<file path="config.mk">
export PLATFORM = sky130hd
export DESIGN_NAME = game_turn_ctrl
export DESIGN_NICKNAME = d
export VERILOG_FILES = /design/src/rtl/game_turn_ctrl_pkg.sv /design/src/rtl/game_turn_ctrl_board_status.sv /design/src/rtl/game_turn_ctrl.sv
export SDC_FILE = /design/constraint.sdc
export NUM_CORES = 1
export LEC_CHECK = 0
export CORE_MARGIN = 4
export CORE_UTILIZATION = 44
export DETAILED_ROUTE_END_ITERATION = 16
export PLACE_DENSITY = 0.86
export SETUP_SLACK_MARGIN = 0.2
export SYNTH_ARGS = -nofsm -noshare
export SYNTH_HDL_FRONTEND = slang
export SYNTH_SLANG_ARGS = --single-unit
export TNS_END_PERCENT = 50
</file>
<file path="constraint.sdc">
create_clock -name clk -period 2.3 [get_ports clk]
set_input_delay 0.23 -clock clk [delete_from_list [all_inputs] [get_ports clk]]
set_output_delay 0.23 -clock clk [all_outputs]
set_load 0.02 [all_outputs]
</file>
<file path="src/rtl/game_turn_ctrl_pkg.sv">
// Shared types for the 2048 turn controller: board layout, move directions, FSM states.
package game_pkg;

   localparam logic [11:0] WIN_VALUE_DFLT = 12'd2048;

   // board[row][col] is one 12-bit tile value; 0 means an empty cell
   typedef logic [3:0][3:0][11:0] board_t;

   typedef enum logic [1:0] {
      UP    = 2'd0,
      DOWN  = 2'd1,
      LEFT  = 2'd2,
      RIGHT = 2'd3
   } dir_t;

   typedef enum logic [3:0] {
      NEW_WAIT,
      CLR,
      SPN_REQ,
      SPN_WAIT,
      IDLE,
      SLD_REQ,
      SLD_WAIT,
      CHK,
      DONE
   } ctrl_state_t;

endpackage

</file>
<file path="src/rtl/game_turn_ctrl_board_status.sv">
// board_status: combinational scan of a board snapshot for empty cells, a winning tile
// and any horizontally/vertically adjacent equal pair.
module board_status
   import game_pkg::*;
#(
   parameter logic [11:0] WIN_VALUE = WIN_VALUE_DFLT
) (
   input  board_t board_in,
   output logic   has_empty,
   output logic   has_win,
   output logic   can_merge
);

   always_comb begin
      has_empty = 1'b0;
      has_win   = 1'b0;
      can_merge = 1'b0;
      for (int unsigned r = 0; r < 4; r++) begin
         for (int unsigned c = 0; c < 4; c++) begin
            if (board_in[r][c] == 12'd0)      has_empty = 1'b1;
            if (board_in[r][c] >= WIN_VALUE)  has_win   = 1'b1;
         end
      end
      for (int unsigned r = 0; r < 4; r++) begin
         for (int unsigned c = 0; c < 3; c++) begin
            if (board_in[r][c] == board_in[r][c+1]) can_merge = 1'b1;
         end
      end
      for (int unsigned r = 0; r < 3; r++) begin
         for (int unsigned c = 0; c < 4; c++) begin
            if (board_in[r][c] == board_in[r+1][c]) can_merge = 1'b1;
         end
      end
   end

endmodule

</file>
<file path="src/rtl/game_turn_ctrl.sv">
// game_turn_ctrl: 2048 turn sequencer driving clear/slide/spawn handshakes and win/lose flags.
// Optional wait-state watchdog is built when GAME_WDOG_EN is defined.
module game_turn_ctrl
   import game_pkg::*;
#(
   parameter logic [11:0] WIN_VALUE = WIN_VALUE_DFLT,
   parameter int unsigned CNT_W     = 16
`ifdef GAME_WDOG_EN
   ,
   parameter int unsigned WDOG_CYCLES = 64
`endif
) (
   input  logic             clk,
   input  logic             rst,
   input  logic             new_game,
   input  logic             move_valid,
   input  logic [1:0]       move_dir,
   output logic             move_ready,
   input  board_t           board_in,
   output logic             clear_board,
   output logic             slide_start,
   output logic [1:0]       slide_dir,
   input  logic             slide_done,
   input  logic             slide_changed,
   output logic             spawn_start,
   input  logic             spawn_done,
   output logic             game_won,
   output logic             game_over,
   output logic [CNT_W-1:0] turn_count,
   output logic             wdog_err
);

   ctrl_state_t state, state_nx;
   logic [1:0]  spawn_cnt;
   dir_t        dir_q;
   logic        has_empty, has_win, can_merge;

   board_status #(.WIN_VALUE(WIN_VALUE)) u_status (
      .board_in  (board_in),
      .has_empty (has_empty),
      .has_win   (has_win),
      .can_merge (can_merge)
   );

   assign slide_dir = dir_q;

`ifdef GAME_WDOG_EN
   localparam int unsigned WDOG_W = $clog2(WDOG_CYCLES + 1);
   logic [WDOG_W-1:0] wdog_cnt;
   logic              in_wait, wdog_hit;

   // A done arriving on the final cycle still wins over the timeout
   assign in_wait  = (state == SLD_WAIT && !slide_done) || (state == SPN_WAIT && !spawn_done);
   assign wdog_hit = in_wait && (wdog_cnt == WDOG_W'(WDOG_CYCLES - 1));

   always_ff @(posedge clk) begin
      if (rst) begin
         wdog_cnt <= '0;
         wdog_err <= 1'b0;
      end else begin
         wdog_cnt <= (in_wait && state_nx == state) ? wdog_cnt + 1'b1 : '0;
         if (new_game)      wdog_err <= 1'b0;
         else if (wdog_hit) wdog_err <= 1'b1;
      end
   end
`else
   assign wdog_err = 1'b0;
`endif

   always_comb begin
      state_nx    = state;
      move_ready  = 1'b0;
      clear_board = 1'b0;
      slide_start = 1'b0;
      spawn_start = 1'b0;
      case (state)
         NEW_WAIT: ;
         CLR: begin
            clear_board = 1'b1;
            state_nx    = SPN_REQ;
         end
         SPN_REQ: begin
            if (!has_empty) begin
               state_nx = CHK;
            end else begin
               spawn_start = 1'b1;
               state_nx    = SPN_WAIT;
            end
         end
         SPN_WAIT: if (spawn_done) state_nx = ((spawn_cnt - 2'd1) != 2'd0) ? SPN_REQ : CHK;
         IDLE: begin
            move_ready = 1'b1;
            if (move_valid) state_nx = SLD_REQ;
         end
         SLD_REQ: begin
            slide_start = 1'b1;
            state_nx    = SLD_WAIT;
         end
         SLD_WAIT: if (slide_done) state_nx = slide_changed ? SPN_REQ : IDLE;
         CHK:      state_nx = (has_win || (!has_empty && !can_merge)) ? DONE : IDLE;
         DONE: ;
         default:  state_nx = NEW_WAIT;
      endcase
`ifdef GAME_WDOG_EN
      if (wdog_hit) state_nx = DONE;
`endif
      if (new_game) state_nx = CLR;
   end

   always_ff @(posedge clk) begin
      if (rst) begin
         state      <= NEW_WAIT;
         spawn_cnt  <= '0;
         dir_q      <= UP;
         turn_count <= '0;
         game_won   <= 1'b0;
         game_over  <= 1'b0;
      end else begin
         state <= state_nx;
         if (new_game) begin
            turn_count <= '0;
            game_won   <= 1'b0;
            game_over  <= 1'b0;
         end else begin
            case (state)
               CLR:      spawn_cnt <= 2'd2;
               IDLE:     if (move_valid) dir_q <= dir_t'(move_dir);
               SLD_WAIT: begin
                  if (slide_done && slide_changed) begin
                     turn_count <= turn_count + 1'b1;
                     spawn_cnt  <= 2'd1;
                  end
               end
               SPN_WAIT: if (spawn_done) spawn_cnt <= spawn_cnt - 2'd1;
               CHK: begin
                  if (has_win)                      game_won  <= 1'b1;
                  else if (!has_empty && !can_merge) game_over <= 1'b1;
               end
               default: ;
            endcase
         end
      end
   end

endmodule

</file>
==> results of run 1 <==
[final cells by class]
cell class                      instances  area, µm²  share of cell area [%]
Clock buffer                            3       75.1                   0.841
Clock inverter                          1       30.0                   0.337
Inverter                                3       11.3                   0.126
Multi-Input combinational cell        587       4390                    49.2
Sequential cell                        26        523                    5.86
Tap cell                              143        179                    2.01
Timing Repair Buffer                  421       3710                    41.6
[metal layers]
metal | vias to the layer above | GRT usage [%] | routed length [µm]
met1 | 3191 | 41.6 | 8780
met5 | - | 0 | 0
met4 | 0 | 15.5 | 1230
met3 | 114 | 6.74 | 2760
li1 | 3121 | - | -
met2 | 491 | 58.2 | 11500
[flip-flops by register name, indices dropped and copies added, names as in the netlist]
name	count
slide_dir	2
game_over	1
spawn_cnt	2
turn_count	16
state	4
game_won	1
[stage by stage]
step	total power, mW	utilization (%)	hold slack, ps	setup TNS, ps
2_1_floorplan	1.13	-	299	0
3_3_place_gp	1.93	76.1	449	-227
3_5_place_dp	1.97	76.1	464	-215
4_1_cts	2.49	77.4	479	0
5_1_grt	2.62	77.5	514	0
6_report	2.51	77.5	474	0
[worst max-delay path, stage by stage]
cell             delay [ps]
clkdlybuf4s50_1         550
nor4_1                   80
nand3_1                 110
nand4_1                 170
nor4_4                  410
buf_4                   180
buf_4                   100
nand3_1                  80
nor2_1                  190
o32ai_1                 120
[cell usage after synthesis, drive strengths merged]
cell / n / area, µm²
dfxtp: 26 / 521
nor2: 33 / 145
or3: 4 / 25.0
o32ai: 2 / 17.5
and3: 3 / 18.8
nor4: 59 / 375
nor3: 31 / 160
a311oi: 1 / 8.76
xnor2: 292 / 2560
o211ai: 2 / 15.0
inv: 3 / 11.3
a21oi: 9 / 45.0
nand3: 20 / 100
xor2: 9 / 78.8
a32o: 1 / 10.0
nand3b: 1 / 7.51
nand4bb: 1 / 27.5
nor2b: 2 / 12.5
clkbuf: 10 / 47.6
nand2b: 3 / 18.8
ha: 2 / 25.0
mux2i: 3 / 30.0
o21ai: 7 / 35.0
conb: 1 / 3.75
o21a: 2 / 15.0
a31oi: 1 / 6.26
or2: 1 / 6.26
buf: 54 / 285
a21o: 1 / 7.51
nand2: 12 / 45.0
or3b: 1 / 8.76
nand4: 83 / 534
[cell families after synthesis]
logic type | synth area share, %
flops | 10.0
other cells | 0.0720
buf+inv | 6.61
simple gates | 28.5
fa+ha+maj | 0.481
xor+xnor | 50.6
compound gates | 3.08
mux | 0.577
[what timing repair did]
action                                  in CTS  in global routing
gates resized for setup                     15                  3
buffers inserted                             1                  0
endpoints found under the setup margin       2                  6
pin swaps                                    6                  1
[power by group through the flow]
stage,registers [mW],clock network [mW],logic [mW]
6_report,0.467,0.510,1.54
5_1_grt,0.467,0.535,1.62
4_1_cts,0.466,0.510,1.51
3_5_place_dp,0.476,0,1.50
3_3_place_gp,0.475,0,1.46
2_1_floorplan,0.468,0,0.658
[worst paths after layout]
check,from,end,slack (ps),cells past startpoint
setup reg to reg,state[3],state[2],240,7
setup / recovery,board_in[71],state[2],220,10
hold reg to reg,game_won,game_won,470,2
hold / removal,game_won,game_won,470,2
==> reports/metrics.csv, run 1 <==
metric,value,unit
cp_max_fo,2,
grt_pass1_wl,36900,µm
clk_pin_slew,70,ps
areaGrowthSynthToFinish,71.4,%
drtIter0Drc,714,
pre_cts_slack,-215,ps
die_y,117,µm
placed_area,8760,µm²
syn_nets,883,
pin_count,226,
coreArea,11500,µm²
initial_core_util,45.2,%
drv_slew,0,
clockBufferDepth,2,
wl_per_cell,20.5,µm
start_kind,input port,
clock_sinks,26,
synth_seq_cells,26,
post-place-cells,1179,
grt_pass1_vias,7121,
end_kind,flop,
grt_max_degree,22,
row_count,39,
setup_viol,0,
final_common_cell,xnor2_1,
port-buffer-count,224,
outcome,finished clean,
swShare,32.6,%
final_cell_mix,"xnor2_1 (292), clkdlybuf4s50_1 (219), buf_4 (197), nand4_1 (82), nor4_1 (51)",
grt_usage,34.2,%
critPathArrivalTime,2210,ps
antenna_found_initial,0,
cts-buffers-inserted,3,
path_class,in -> reg,
root_buffer,clkbuf_16,
cts_max_level,1,
ys_types,40,
syn_area_per_cell,7.65,µm²
post-route-drc-count,0,
rsz0062_at_grt,true,
post-dp-hpwl,20300,µm
p_seq_share,18.6,%
finalWirelength,24200,µm
worst_slack,223,ps
nFillCells,786,
dieArea,13600,µm²
p_int,1.69,mW
fin_crit_sh,90.3,%
crit_required,2440,ps
power_frac_clock,20.3,%
clock-skew-final,4.09,ps
dr.pass1.iters,6,
syn_inst,680,
cts_tree,yes,
fp.dieW,117,µm
clk_latency,260,ps
finalNetCount,1245,
power_density,282,nW/µm²
ant_nets,0,
gp_congestion,1.01,
p_sw,0.818,mW
final_cell_area,8920,µm²
drive_above_1_share,21.0,%
route.vias.total,6917,
ir_drop,0.000325,V
routed_via_density,5.84,
ctsHoldBuffers,0,
final_hold_viol_count,0,
maxCapViolCount,0,
fmax,482,MHz
final_cells,1184,
hp-class,reg -> reg,
layout_min_cycle_time,2080,ps
leakagePower,3.05,nW
syn_area,5200,µm²
grt_overflow_total,0,
yosys_warnings,0,
synth_seq_area_share,10.0,%
combPwrFrac,61.1,%
n_antenna_cell,0,
Note: power is estimated with default switching activity, not from simulation.
==> inputs of run 2 (changes only) <==
Settings changed: ABC_AREA set to 1, CORE_UTILIZATION 44 to 65, DONT_BUFFER_PORTS set to 1, PLACE_DENSITY 0.86 to 0.84.
==> run 2 against run 1 <==
Compared with the run above: clock skew up 1.7 ps; wire length down 14%; utilization down 9.1 points; worst hold slack worse by 470 ps; die area down 17%; cell count up 8.8%; total power down 37%; fmax up 8.4%; synthesized cell count up 76%; global-route usage up 1.1 points.
==> reports/metrics.csv, run 2 <==
metric,value,unit,change
synth-async-reset-ratio,0,%,unchanged
cts.repair.resized,0,,was 15
drive_above_1_share,2.50,%,was 21.0%
ys.flop_type,dfxtp_1,,unchanged
ys_top_cells_by_area,"xnor2_1 (29%), nand2_1 (27%), nor2_1 (11%)",,"was xnor2_1 (49%), dfxtp_1 (10%), nand4_1 (9.9%)"
dieArea,11400,µm²,was 13600 µm²
end_kind,flop,,unchanged
final_cell_mix,"nand2_1 (450), xnor2_1 (212), nor2_1 (180), inv_1 (137), nand3_1 (45)",,"was xnor2_1 (292), clkdlybuf4s50_1 (219), buf_4 (197), nand4_1 (82), nor4_1 (51)"
grt_pass1_vias,6412,,was 7121
clk_latency,280,ps,was 260 ps
areaGrowthSynthToFinish,1.37,%,was 71.4%
layout_min_cycle_time,1920,ps,was 2080 ps
slew_headroom,57.9,%,
antenna_found_initial,0,,unchanged
synth_edf_count,0,,unchanged
leakagePower,3.05,nW,about the same
ir_drop,0.000253,V,was 0.000325 V
min-delay-start,rst,,was game_won
yosys_warnings,0,,unchanged
pre_cts_slack,409,ps,was -215 ps
grt_overflow_total,0,,unchanged
drv_slew,0,,unchanged
path_class,reg -> reg,,was in -> reg
fin_crit_sh,83.3,%,was 90.3%
crit_start,state[2],,was board_in[71]
syn_inst,1196,,was 680
start_kind,flop,,was input port
finalWirelength,20900,µm,was 24200 µm
largest_register_ffs,16,,unchanged
worstMarginPinSlew,633,ps,
worst_slack,384,ps,was 223 ps
route.vias.total,6919,,was 6917
hp-class,in -> reg,,was reg -> reg
root_buffer,clkbuf_8,,was clkbuf_16
fp.dieW,107,µm,was 117 µm
yosysTopAreaCellShare,29.4,%,was 49.1%
clock_sinks,26,,unchanged
routed_via_density,5.37,,was 5.84
nFillCells,986,,was 786
gp_congestion,0.959,,was 1.01
r2r_start,state[2],,was state[3]
ys_types,35,,was 40
setup_viol,0,,unchanged
port-buffer-count,0,,was 224
cts_tree,yes,,unchanged
synth_seq_cells,26,,unchanged
syn_area,6320,µm²,was 5200 µm²
top_register,turn_count,,unchanged
critPathArrivalTime,2090,ps,was 2210 ps
yosysMostFrequentCell,nand2_1,,was xnor2_1
syn_area_per_cell,5.29,µm²,was 7.65 µm²
ant_nets,0,,unchanged
drtIter0Drc,629,,was 714
dr.pass1.iters,7,,was 6
ctsHoldBuffers,0,,unchanged
grt_usage,35.3,%,was 34.2%
cts_setup_buffers,0,,was 1
die_y,107,µm,was 117 µm
outcome,finished clean,,unchanged
final_hold_viol_count,0,,unchanged
finalNetCount,1363,,was 1245
synth_seq_area_share,8.23,%,was 10.0%
coreArea,9370,µm²,was 11500 µm²
pin_count,226,,unchanged
fmax,522,MHz,was 482 MHz
clockBufferDepth,2,,unchanged
synth.largest_area_cell,xnor2_1,,unchanged
power_density,248,nW/µm²,was 282 nW/µm²
reg.largest.list,"turn_count x16, state x4",,unchanged
final_common_cell,nand2_1,,was xnor2_1
post-route-drc-count,0,,unchanged
clock-skew-final,5.83,ps,was 4.09 ps
grt_pass1_wl,32800,µm,was 36900 µm
grt_max_degree,16,,was 22
syn_nets,1399,,was 883
cts-buffers-inserted,3,,unchanged
power.total,1.59,mW,was 2.51 mW
wl_per_cell,16.2,µm,was 20.5 µm
row_count,35,,was 39
synth_common_cells,"nand2_1 (450), xnor2_1 (212), nor2_1 (180), inv_1 (137), nand3_1 (45)",,"was xnor2_1 (292), nand4_1 (82), nor4_1 (58), buf_2 (51)"
maxCapViolCount,0,,unchanged
initial_core_util,67.4,%,was 45.2%
cp_max_fo,6,,was 2
n_antenna_cell,0,,unchanged
post-dp-hpwl,17600,µm,was 20300 µm
crit_required,2470,ps,was 2440 ps
clk_pin_slew,100,ps,was 70 ps
rsz0062_at_grt,false,,was true
cts_max_level,1,,unchanged
holdWs,6.89,ps,was 474 ps
finalSetupTns,0,ps,unchanged
run 2: cell types whose count changed after synthesis, sizes merged, moves of 16 or more:
cell and delta:
buf -52, clkbuf +33, inv +138, nand2 +441
nand3 +27, nand4 -67, nor2 +154, nor3 -16
nor4 -57, xnor2 -80
run 2: critical path, stage by stage (launching register included):
cell and delay, ps:
dfxtp_1 400, inv_2 80, nor2_4 120, nand3_4 120, nor2_8 160, inv_2 70
nor2_2 130, nand2_2 80, nor2_2 120, nand3_2 120, nor2_4 150, inv_2 60
nor3_1 120, nor3_1 70
run 2: per-layer routing:
layer / part of all wire (%) / wire [µm] / track usage [%] / vias up
li1: - / - / - / 3484
met1: 40 / 8270 / 45.7 / 2982
met2: 45 / 9400 / 59.1 / 411
met3: 13 / 2790 / 9.75 / 42
met4: 2.0 / 411 / 6.85 / 0
met5: 0 / 0 / 0 / -
run 2: final timing paths:
kind	end	slack (ps)	cells after the start
min	spawn_cnt[0]	7	1
min reg2reg	spawn_cnt[0]	500	2
max reg2reg	turn_count[14]	380	13
max	turn_count[14]	380	13
run 2: cell type report:
| type | instances | area [µm²] | share of cell area, % |
|---|---|---|---|
| flip-flops and latches | 26 | 520 | 8.12 |
| multi-input cells | 983 | 5090 | 79.5 |
| clock buffers | 3 | 41.3 | 0.644 |
| clock inverters | 1 | 30.0 | 0.469 |
| repair buffers | 4 | 30.0 | 0.469 |
| inverters | 142 | 533 | 8.32 |
| well taps | 129 | 161 | 2.52 |
run 2: stage by stage:
step | util [%] | instance area, µm² | cells
floorplan | - | 6320 | 1196
global placement | 67.6 | 6340 | 1284
detailed placement | 67.6 | 6340 | 1284
CTS | 68.4 | 6410 | 1288
global route | 68.4 | 6410 | 1288
finish | 68.4 | 6410 | 1288
run 2: kinds of logic after synthesis:
| family | Yosys count | share of synthesized area (%) |
|---|---|---|
| AND/OR/NAND/NOR | 728 | 47.2 |
| XOR/XNOR | 212 | 29.4 |
| buffers and inverters | 187 | 11.2 |
| AO/OA/AOI/OAI | 40 | 3.46 |
| flip-flops | 26 | 8.23 |
| adder cells (fa/ha/maj) | 2 | 0.396 |
| other | 1 | 0.0593 |
run 2: power breakdown:
group | switching (mW) | internal, mW
sequential | 0.00267 | 0.453
clock | 0.159 | 0.233
combinational | 0.327 | 0.411
==> inputs of run 3 (changes only) <==
Settings changed: CORE_UTILIZATION 65 to 61, PLACE_DENSITY 0.84 to 0.83.
Clock period 2.3 ns to 1.7 ns, I/O delays scaled along.
==> run 3 against run 2 <==
Compared with the run above: first-iteration DRC count fell by 9.9%; the run now ends with setup timing left; setup slack got worse by 390 ps; highest routed layer unchanged; clock power rose by 33%; sequential cell count did not move; combinational power rose by 38%; worst hold slack improved by 53 ps; critical path depth fell by 1; largest power group unchanged; register-to-register slack got worse by 390 ps; cell count rose by 2.6%.
==> reports/metrics.csv, run 3 (synthesis results as in run 2) <==
metric,value,unit,change
holdWs,60.3,ps,was 6.89 ps
fin_crit_sh,100,%,was 83.3%
rsz0062_at_grt,true,,was false
swShare,30.9,%,was 30.8%
antenna_found_initial,0,,unchanged
combPwrFrac,47.4,%,was 46.5%
final_common_cell,nand2_1,,unchanged
critPathArrivalTime,1890,ps,was 2090 ps
n_antenna_cell,0,,unchanged
cpLargestDelayFamily,simple AND/OR/NAND/NOR gates,,unchanged
finalNetCount,1393,,was 1363
start_kind,flop,,unchanged
coreArea,9910,µm²,was 9370 µm²
violations,setup timing,,
power.total,2.16,mW,was 1.59 mW
initial_core_util,63.8,%,was 67.4%
top_register,turn_count,,unchanged
grt_pass1_wl,32600,µm,was 32800 µm
path_class,reg -> reg,,unchanged
ant_nets,0,,unchanged
grt_overflow_total,0,,unchanged
p_sw,0.669,mW,was 0.489 mW
root_buffer,clkbuf_8,,unchanged
crit_required,1880,ps,was 2470 ps
outcome,finished with violations,,was finished clean
pin_count,226,,unchanged
die_y,110,µm,was 107 µm
setup_viol,1,,was 0
areaGrowthSynthToFinish,6.69,%,was 1.37%
power_density,321,nW/µm²,was 248 nW/µm²
power_frac_clock,24.2,%,was 24.8%
post-route-drc-count,0,,unchanged
grt_pass1_vias,6504,,was 6412
slowest_delay,350,ps,was 400 ps
drtIter0Drc,567,,was 629
port-buffer-count,0,,unchanged
leakagePower,3.23,nW,was 3.05 nW
drive_above_1_share,7.23,%,was 2.50%
p_seq_share,28.4,%,was 28.7%
drv_slew,0,,unchanged
post-dp-hpwl,17700,µm,was 17600 µm
gp_congestion,0.991,,was 0.959
largest_register_ffs,16,,unchanged
clockBufferDepth,2,,unchanged
maxCapViolCount,0,,unchanged
routed_via_density,5.34,,was 5.37
final_cell_mix,"nand2_1 (445), xnor2_1 (212), nor2_1 (174), inv_1 (131), nand3_1 (43)",,"was nand2_1 (450), xnor2_1 (212), nor2_1 (180), inv_1 (137), nand3_1 (45)"
grt_usage,34.1,%,was 35.3%
hp-class,in -> reg,,unchanged
final_cells,1322,,was 1288
reg.largest.list,"turn_count x16, state x4",,unchanged
cp_max_fo,4,,was 6
clk_pin_slew,90,ps,was 100 ps
clock-skew-final,1.30,ps,was 5.83 ps
clock_sinks,26,,unchanged
grt_max_degree,16,,unchanged
crit_slowest_cell,dfxtp_2,,was dfxtp_1
final_hold_viol_count,0,,unchanged
fmax,586,MHz,was 522 MHz
nFillCells,968,,was 986
cp_cell_sequence,inv_2 -> nor2_4 -> nand3_4 -> nor2_8 -> nand4_4 -> nor2_4 -> nand2_2 -> nor2_4 -> nand4_4 -> inv_2 -> nand3_2 -> and3_1,,was inv_2 -> nor2_4 -> nand3_4 -> nor2_8 -> inv_2 -> nor2_2 -> nand2_2 -> nor2_2 -> nand3_2 -> nor2_4 -> inv_2 -> nor3_1 -> nor3_1
end_kind,flop,,unchanged
p_int,1.49,mW,was 1.10 mW
finalSetupTns,-7.89,ps,was 0 ps
wl_per_cell,16.6,µm,was 16.2 µm
dieArea,12100,µm²,was 11400 µm²
path_buf_inv,2,,was 3
layout_min_cycle_time,1710,ps,was 1920 ps
route.vias.total,7065,,was 6919
cts_max_level,1,,unchanged
cts_tree,yes,,unchanged
fp.dieW,110,µm,was 107 µm
row_count,36,,was 35
worst_slack,-7.89,ps,was 384 ps
post-place-cells,1305,,was 1284
cts-buffers-inserted,3,,unchanged
finalWirelength,21900,µm,was 20900 µm
ir_drop,0.000379,V,was 0.000253 V
worst_path_most_repeated_cell,nor2_4,,was inv_2
clk_latency,270,ps,was 280 ps
dr.pass1.iters,5,,was 7
[run 3: changes by cell type in the layout (fill, tap and decap cells not counted), moves of 5 or more]
cell,before,now
buf_4,4,32
inv_1,137,131
inv_2,4,10
nand2_1,450,445
nor2_1,180,174
o21ai_0,14,8
[run 3: worst reg2reg max path, cell delays in order (launching register included)]
cell	delay [ps]
dfxtp_2	350
inv_2	50
nor2_4	120
nand3_4	110
nor2_8	130
nand4_4	100
nor2_4	120
nand2_2	70
nor2_4	130
nand4_4	110
inv_2	100
nand3_2	50
and3_1	170
[run 3: repair_timing]
item,CTS,global route
hold endpoints to repair,2,0
gates cloned,0,0
resized for setup,5,36
endpoints found under the setup margin,14,21
pin swaps,1,8
hold buffers,1,0
buffers inserted,2,10
[run 3: final cells by class]
type | instances | area, µm² | share of cell area (%)
clock buffer | 3 | 41.3 | 0.612
clock inverter | 1 | 30.0 | 0.445
inverter | 142 | 533 | 7.90
tap | 133 | 166 | 2.47
sequential | 26 | 526 | 7.79
multi-input combinational | 983 | 5190 | 76.9
timing repair buffer | 34 | 262 | 3.88
[run 3: power groups by stage]
stage / logic [mW] / clock network, mW / registers (mW)
floorplan: 0.982 / 0 / 0.629
global route: 1.16 / 0.554 / 0.616
global placement: 0.970 / 0 / 0.630
CTS: 1.00 / 0.520 / 0.616
detailed placement: 0.992 / 0 / 0.630
finish: 1.02 / 0.523 / 0.615
[run 3: metal layers]
layer	wire length [µm]	track usage, %
met1	8420	43.4
met2	9710	56.0
met3	3030	9.75
met4	717	9.71
met5	0	0
[run 3: path summary, 6_finish.rpt]
kind | slack, ps | start | depth (start not counted) | to
setup reg to reg | -8 | state[2] | 12 | turn_count[13]
setup / recovery | -8 | state[2] | 12 | turn_count[13]
hold / removal | 60 | rst | 3 | spawn_cnt[1]
hold reg to reg | 530 | spawn_cnt[1] | 2 | spawn_cnt[1]
[run 3: metrics by stage]
step | setup WS, ps | cell area [µm²] | util [%]
after CTS | 24.4 | 6580 | 66.4
final | -7.89 | 6740 | 68.1
after floorplan | 31.8 | 6320 | -
after detailed placement | -33.6 | 6470 | 65.3
after global placement | 22.1 | 6470 | 65.3
after global routing | -139 | 6740 | 68.1
==> patch 1: new RTL, config.mk and constraints of run 3 <==
The 9 states of `ctrl_state_t` get a one-hot encoding in 9 bits.
--- a/src/rtl/game_turn_ctrl_pkg.sv
+++ b/src/rtl/game_turn_ctrl_pkg.sv
@@ -13,16 +13,16 @@
       RIGHT = 2'd3
    } dir_t;
 
-   typedef enum logic [3:0] {
-      NEW_WAIT,
-      CLR,
-      SPN_REQ,
-      SPN_WAIT,
-      IDLE,
-      SLD_REQ,
-      SLD_WAIT,
-      CHK,
-      DONE
+   typedef enum logic [8:0] {
+      NEW_WAIT = 9'b000000001,
+      CLR      = 9'b000000010,
+      SPN_REQ  = 9'b000000100,
+      SPN_WAIT = 9'b000001000,
+      IDLE     = 9'b000010000,
+      SLD_REQ  = 9'b000100000,
+      SLD_WAIT = 9'b001000000,
+      CHK      = 9'b010000000,
+      DONE     = 9'b100000000
    } ctrl_state_t;
 
 endpackage
Behaviour: no difference found for any inputs over 10 cycles, from zero or initial values and one cycle with rst high; not proved beyond that.
==> patch 1 against run 3 <==
  * The run still ends with setup timing left
  * Sequential cell count is 5 higher
  * Worst setup slack got worse by 0.077 ns
  * Power rose by 21%
  * Largest power group unchanged
  * Maximum frequency fell by 4.3%
  * Clock power grew 47%
  * Design area grew 8.7%
  * Die area grew 6.9%
  * Sequential power is 21% higher
  * Routed wire length grew 12%
  * Critical endpoint is now state[8]
  * Area after synthesis grew 7.4%
  * Count of clock-buffer cells in the layout is 3 higher
  * Via count is 14% higher
==> patch 1: results (changes against run 3) <==
Worst setup path
  – Worst path max stage delay: 0.33 ns (-0.02 ns)
  – Worst-path fanout max: 6 (+2)
  – Delay-heaviest family, CP: simple AND/OR/NAND/NOR gates
  – Worst path slowest cell: dfxtp_2
  – Crit path DAT: 1.98 ns (+0.09 ns)

Final layout
  – Largest regs: turn_count: 16 flops, state: 9 flops
  – Final nets: 1,533 (+10%)
  – N_diodes: 0 (unchanged)
  – Share of layout cells above drive strength 1: 7.81% (+0.58 points)

Synthesis
  – Post-synthesis sequential area ratio: 9.14% (+0.91 points)
  – Synth top area cells: nand2_1, xnor2_1, inv_1
  – Distinct cells, synth: 39 (+11%)
  – Synth Warn #: 0 (unchanged)
  – EDFF count, synth: 0 (unchanged)
  – Commonest cells post-synth: nand2_1, inv_1, nor2_1

Global routing
  – GR Layer Usage met1: 45.4% (+2.0 points)
  – GRT met3 Usage: 11.6% (+1.8 points)
  – GRT met2 Usage: 58.0% (+2.0 points)
  – Largest net degree at the start of global routing: 17 (+1)
  – Vias in the first global route: 7,319 (+13%)
  – GRT Util Overall: 35.7% (+1.5 points)
  – First-pass GRT wire length: 37.2 mm (+14%)

Worst hold path
  – Min-Delay Path Class: in -> reg

Placed design
  – Detailed Place HPWL: 19.7 mm (+11%)
  – Worst slack, placed: -0.0212 ns (+0.0125 ns)
  – GP Congestion: 0.955 (-3.6%)

Route
  – DR pass1 iterations: 7 (+2)
  – Initial drt markers: 973 (+72%)
  – Via count: 8,067 (+14%)
  – Drt total wl: 24.5 mm (+12%)

Clock tree
  – Maximum buffer depth of the clock tree: 2 (unchanged)
  – TritonCTS Buffers: 5 (+2)
  – Clock Latency Late Sink: 0.29 ns (+0.02 ns)
  – H-tree depth: 2 (+1)
  – Clock Pin Slew Worst Setup and Hold Paths: 0.08 ns

Timing
  – Fin worst setup slack: -0.0845 ns (-0.0766 ns)
  – Final setup violation count: 6 (+5)
  – Final Skew: 0.0101 ns (+0.00877 ns)

Status
  – Run status: finished, violations left
  – Failing checks: setup timing

Power
  – Peak VDD IR: 0.000353 V (-6.8%)
  – LEAKAGE: 3.77 nW (+16%)
[patch 1: cell type report]
cell class / count / area [um^2]
clock buffer: 6 / 82.6
clock inverter: 2 / 35.0
fill: 1067 / 3550
inverter: 183 / 694
multi-input combinational: 1081 / 5490
sequential: 31 / 633
tap: 140 / 175
timing repair buffer: 28 / 228
[patch 1: cell families after synthesis]
family                   after synthesis  share of synthesized area, %
AO/OA/AOI/OAI                         42                          3.50
flip-flops                            31                          9.14
AND/OR/NAND/NOR                      871                          53.2
buffers and inverters                214                          12.5
XOR/XNOR                             165                          21.3
adder cells (fa/ha/maj)                2                         0.368
other                                  1                        0.0552
[patch 1: metrics by stage]
step | TNS [ns] | cells | area (um^2)
floorplan | 0 | 1326 | 6820
global placement | 0 | 1449 | 6940
detailed placement | -0.0212 | 1449 | 6940
CTS | 0 | 1468 | 7220
global route | -1.28 | 1471 | 7330
finish | -0.204 | 1471 | 7330
[patch 1: final timing paths]
path / end / start / cells after the start / slack (ns)
setup / recovery: state[8] / state[4] / 10 / -0.08
hold / removal: state[0] / rst / 2 / 0.04
setup reg to reg: state[8] / state[4] / 10 / -0.08
hold reg to reg: turn_count[5] / turn_count[5] / 2 / 0.51
[patch 1: timing repair]
action,in CTS,in global routing
setup buffers,10,3
pin swaps,10,13
hold buffers,1,0
endpoints found under the setup margin,25,29
endpoints found under the hold margin,3,0
gates resized for setup,30,25
[patch 1: where the power goes]
group	internal, mW	total [mW]	switching [mW]
clock network	0.474	0.770	0.296
registers	0.735	0.747	0.0120
logic	0.562	1.11	0.549
total	1.77	2.63	0.857
[patch 1: per-layer routing]
metal,vias to the layer above,part of all wire [%]
met5,-,0
met4,0,3.8
met3,100,15
met2,554,44
met1,3440,37
li1,3973,-
==> patch 2: new RTL, config.mk and constraints of run 3 <==
Without the edit above. `CNT_W`: 16 -> 18.
--- a/src/rtl/game_turn_ctrl.sv
+++ b/src/rtl/game_turn_ctrl.sv
@@ -4,7 +4,7 @@
    import game_pkg::*;
 #(
    parameter logic [11:0] WIN_VALUE = WIN_VALUE_DFLT,
-   parameter int unsigned CNT_W     = 16
+   parameter int unsigned CNT_W     = 18
 `ifdef GAME_WDOG_EN
    ,
    parameter int unsigned WDOG_CYCLES = 64
Interface: changed (resized turn_count); port bits go from 226 to 228. The function was not compared with the original's and may differ.
==> patch 2 against run 3 <==
  * The run still ends with setup timing left
  * Design area up 6.3%
  * Highest routed layer unchanged
  * Area after synthesis up 4.3%
  * Sequential cell count grew 2
  * Largest cell class unchanged
  * Worst setup slack got worse by 0.11 ns
  * Routed wire length increased by 10%
  * Sequential share of layout area is 0.17 points higher
  * Power is 1.0% lower
==> patch 2: results (changes against run 3) <==
Placed design
  – GP Congestion: 0.980 (-1.0%)
  – Number of port buffers: 0 (unchanged)
  – Detailed Place HPWL: 19.7 mm (+11%)

Global routing
  – GRT met3 Usage: 11.6% (+1.8 points)
  – Vias in the first global route: 7,276 (+12%)
  – GR Layer Usage met1: 45.1% (+1.7 points)
  – GRT Util Overall: 35.8% (+1.7 points)
  – First-pass GRT wire length: 37.1 mm (+14%)
  – Largest net degree at the start of global routing: 16 (unchanged)
  – GRT met2 Usage: 58.2% (+2.2 points)
  – Initial antenna violation count: 0 (unchanged)

Route
  – Met3 wire len: 3.75 mm (+24%)
  – Initial drt markers: 975 (+72%)
  – Met2 wire length: 10.7 mm (+10%)
  – Drt total wl: 24.2 mm (+10%)
  – Via count: 8,156 (+15%)
  – DR pass1 iterations: 7 (+2)
  – Via-to-Cell Ratio: 5.46 (+2.1%)
  – M1 wire length: 8.78 mm (+4.3%)
  – Highest metal used: met4

Status
  – Run status: finished, violations left
  – Failing checks: setup timing

Clock tree
  – Hold_buf cts: 1 (unchanged)
  – H-tree depth: 1 (unchanged)
  – Post-CTS Resized: 6 (+1)
  – Root Buffer: clkbuf_8
  – TritonCTS Buffers: 3 (unchanged)
  – Maximum buffer depth of the clock tree: 2 (unchanged)
  – Clock Pin Slew Worst Setup and Hold Paths: 0.10 ns
  – Post-CTS Setup Inserts: 8 (+6)
  – Clock Latency Late Sink: 0.28 ns

Synthesis
  – Mapped Nets: 1,541 (+10%)
  – Post-synthesis xor/xnor area fraction: 20.6% (-8.8 points)
  – Synth Area in Adders: 0.379% (-0.016 points)
  – Distinct cells, synth: 36 (+2.9%)
  – Synth top area cells: nand2_1, xnor2_1, inv_1
  – Post-synth ARST share: 0% (unchanged)
  – Fraction of synthesized area in multiplexers: 0% (unchanged)
  – Syn Area/Cell: 4.93 um^2 (-6.7%)
  – Commonest cells post-synth: nand2_1, inv_1, nor2_1
  – Compound-cell area share of the yosys netlist: 3.59% (+0.12 points)
  – Synth Warn #: 0 (unchanged)
  – Post-synthesis sequential area ratio: 8.50% (+0.26 points)

Timing
  – Worst-margin pin slew: 0.507 ns
  – Final Max Tran Viols: 0 (unchanged)
  – Fin worst setup slack: -0.113 ns (-0.105 ns)
  – Setup TNS Final: -0.477 ns (-0.469 ns)
  – Final setup violation count: 9 (+8)
  – Final Skew: 0.00534 ns (+0.00404 ns)

Power
  – LEAKAGE: 3.86 nW (+19%)
  – Peak VDD IR: 0.000386 V (+1.9%)

Final layout
  – Largest regs: turn_count: 18 flops, state: 4 flops
  – Filler instances: 1,039 (+7.3%)
  – Share of layout cells above drive strength 1: 6.77% (-0.46 points)
  – Final nets: 1,563 (+12%)

Worst setup path
  – Worst-path fanout max: 3 (-1)
  – Crit path DAT: 2.00 ns (+0.11 ns)

Worst hold path
  – Min-Delay Path Class: in -> reg
patch 2: cell types whose count changed in the layout (fill, tap and decap cells not counted), moves of 4 or more:
cell,change
buf_4,+4
nand3_1,+16
xnor2_1,-59
inv_1,+50
nand2_1,+160
nand2_2,-4
patch 2: metrics by stage:
stage	util (%)	hold slack (ns)	worst slack (ns)	cell area, um^2	power [mW]
final	68.8	0.0621	-0.113	7170	2.14
after detailed placement	66.0	0.242	-0.0950	6870	1.69
after global placement	66.0	0.242	-0.00789	6870	1.66
after floorplan	-	0.239	0.0495	6610	1.61
after global routing	68.8	0.0902	-0.236	7170	2.31
after CTS	67.2	0.0701	-0.0648	7000	2.12
patch 2: critical path, stage by stage, from the launching register on:
cell	delay, ns
dfxtp_4	0.38
inv_2	0.05
nor2_4	0.11
nand2_4	0.07
nor2_4	0.14
nand2_4	0.09
clkinv_4	0.05
and3_4	0.19
nand4_4	0.11
or2_4	0.29
nor2_4	0.08
nand2_1	0.05
nand2_1	0.06
nor2_1	0.03
patch 2: final timing paths:
path	from	slack (ns)	to	depth (start not counted)
worst max-delay path	state[2]	-0.11	turn_count[16]	13
worst max register to register	state[2]	-0.11	turn_count[16]	13
worst min register to register	spawn_cnt[0]	0.51	spawn_cnt[0]	2
worst min-delay path	rst	0.06	slide_dir[1]	3
patch 2: area by class of cell:
| class | instances | area share (%) |
|---|---|---|
| inverter | 189 | 9.97 |
| sequential | 28 | 7.96 |
| multi-input combinational | 1097 | 74.4 |
| tap | 136 | 2.37 |
| timing repair buffer | 41 | 4.54 |
| clock buffer | 4 | 0.768 |
patch 2: report_power, final:
part | leakage, nW | internal, mW | switching (mW) | total (mW)
Combinational | 3.61 | 0.527 | 0.519 | 1.05
Sequential | 0.228 | 0.657 | 0.00510 | 0.662
Clock | 0.0288 | 0.208 | 0.224 | 0.432
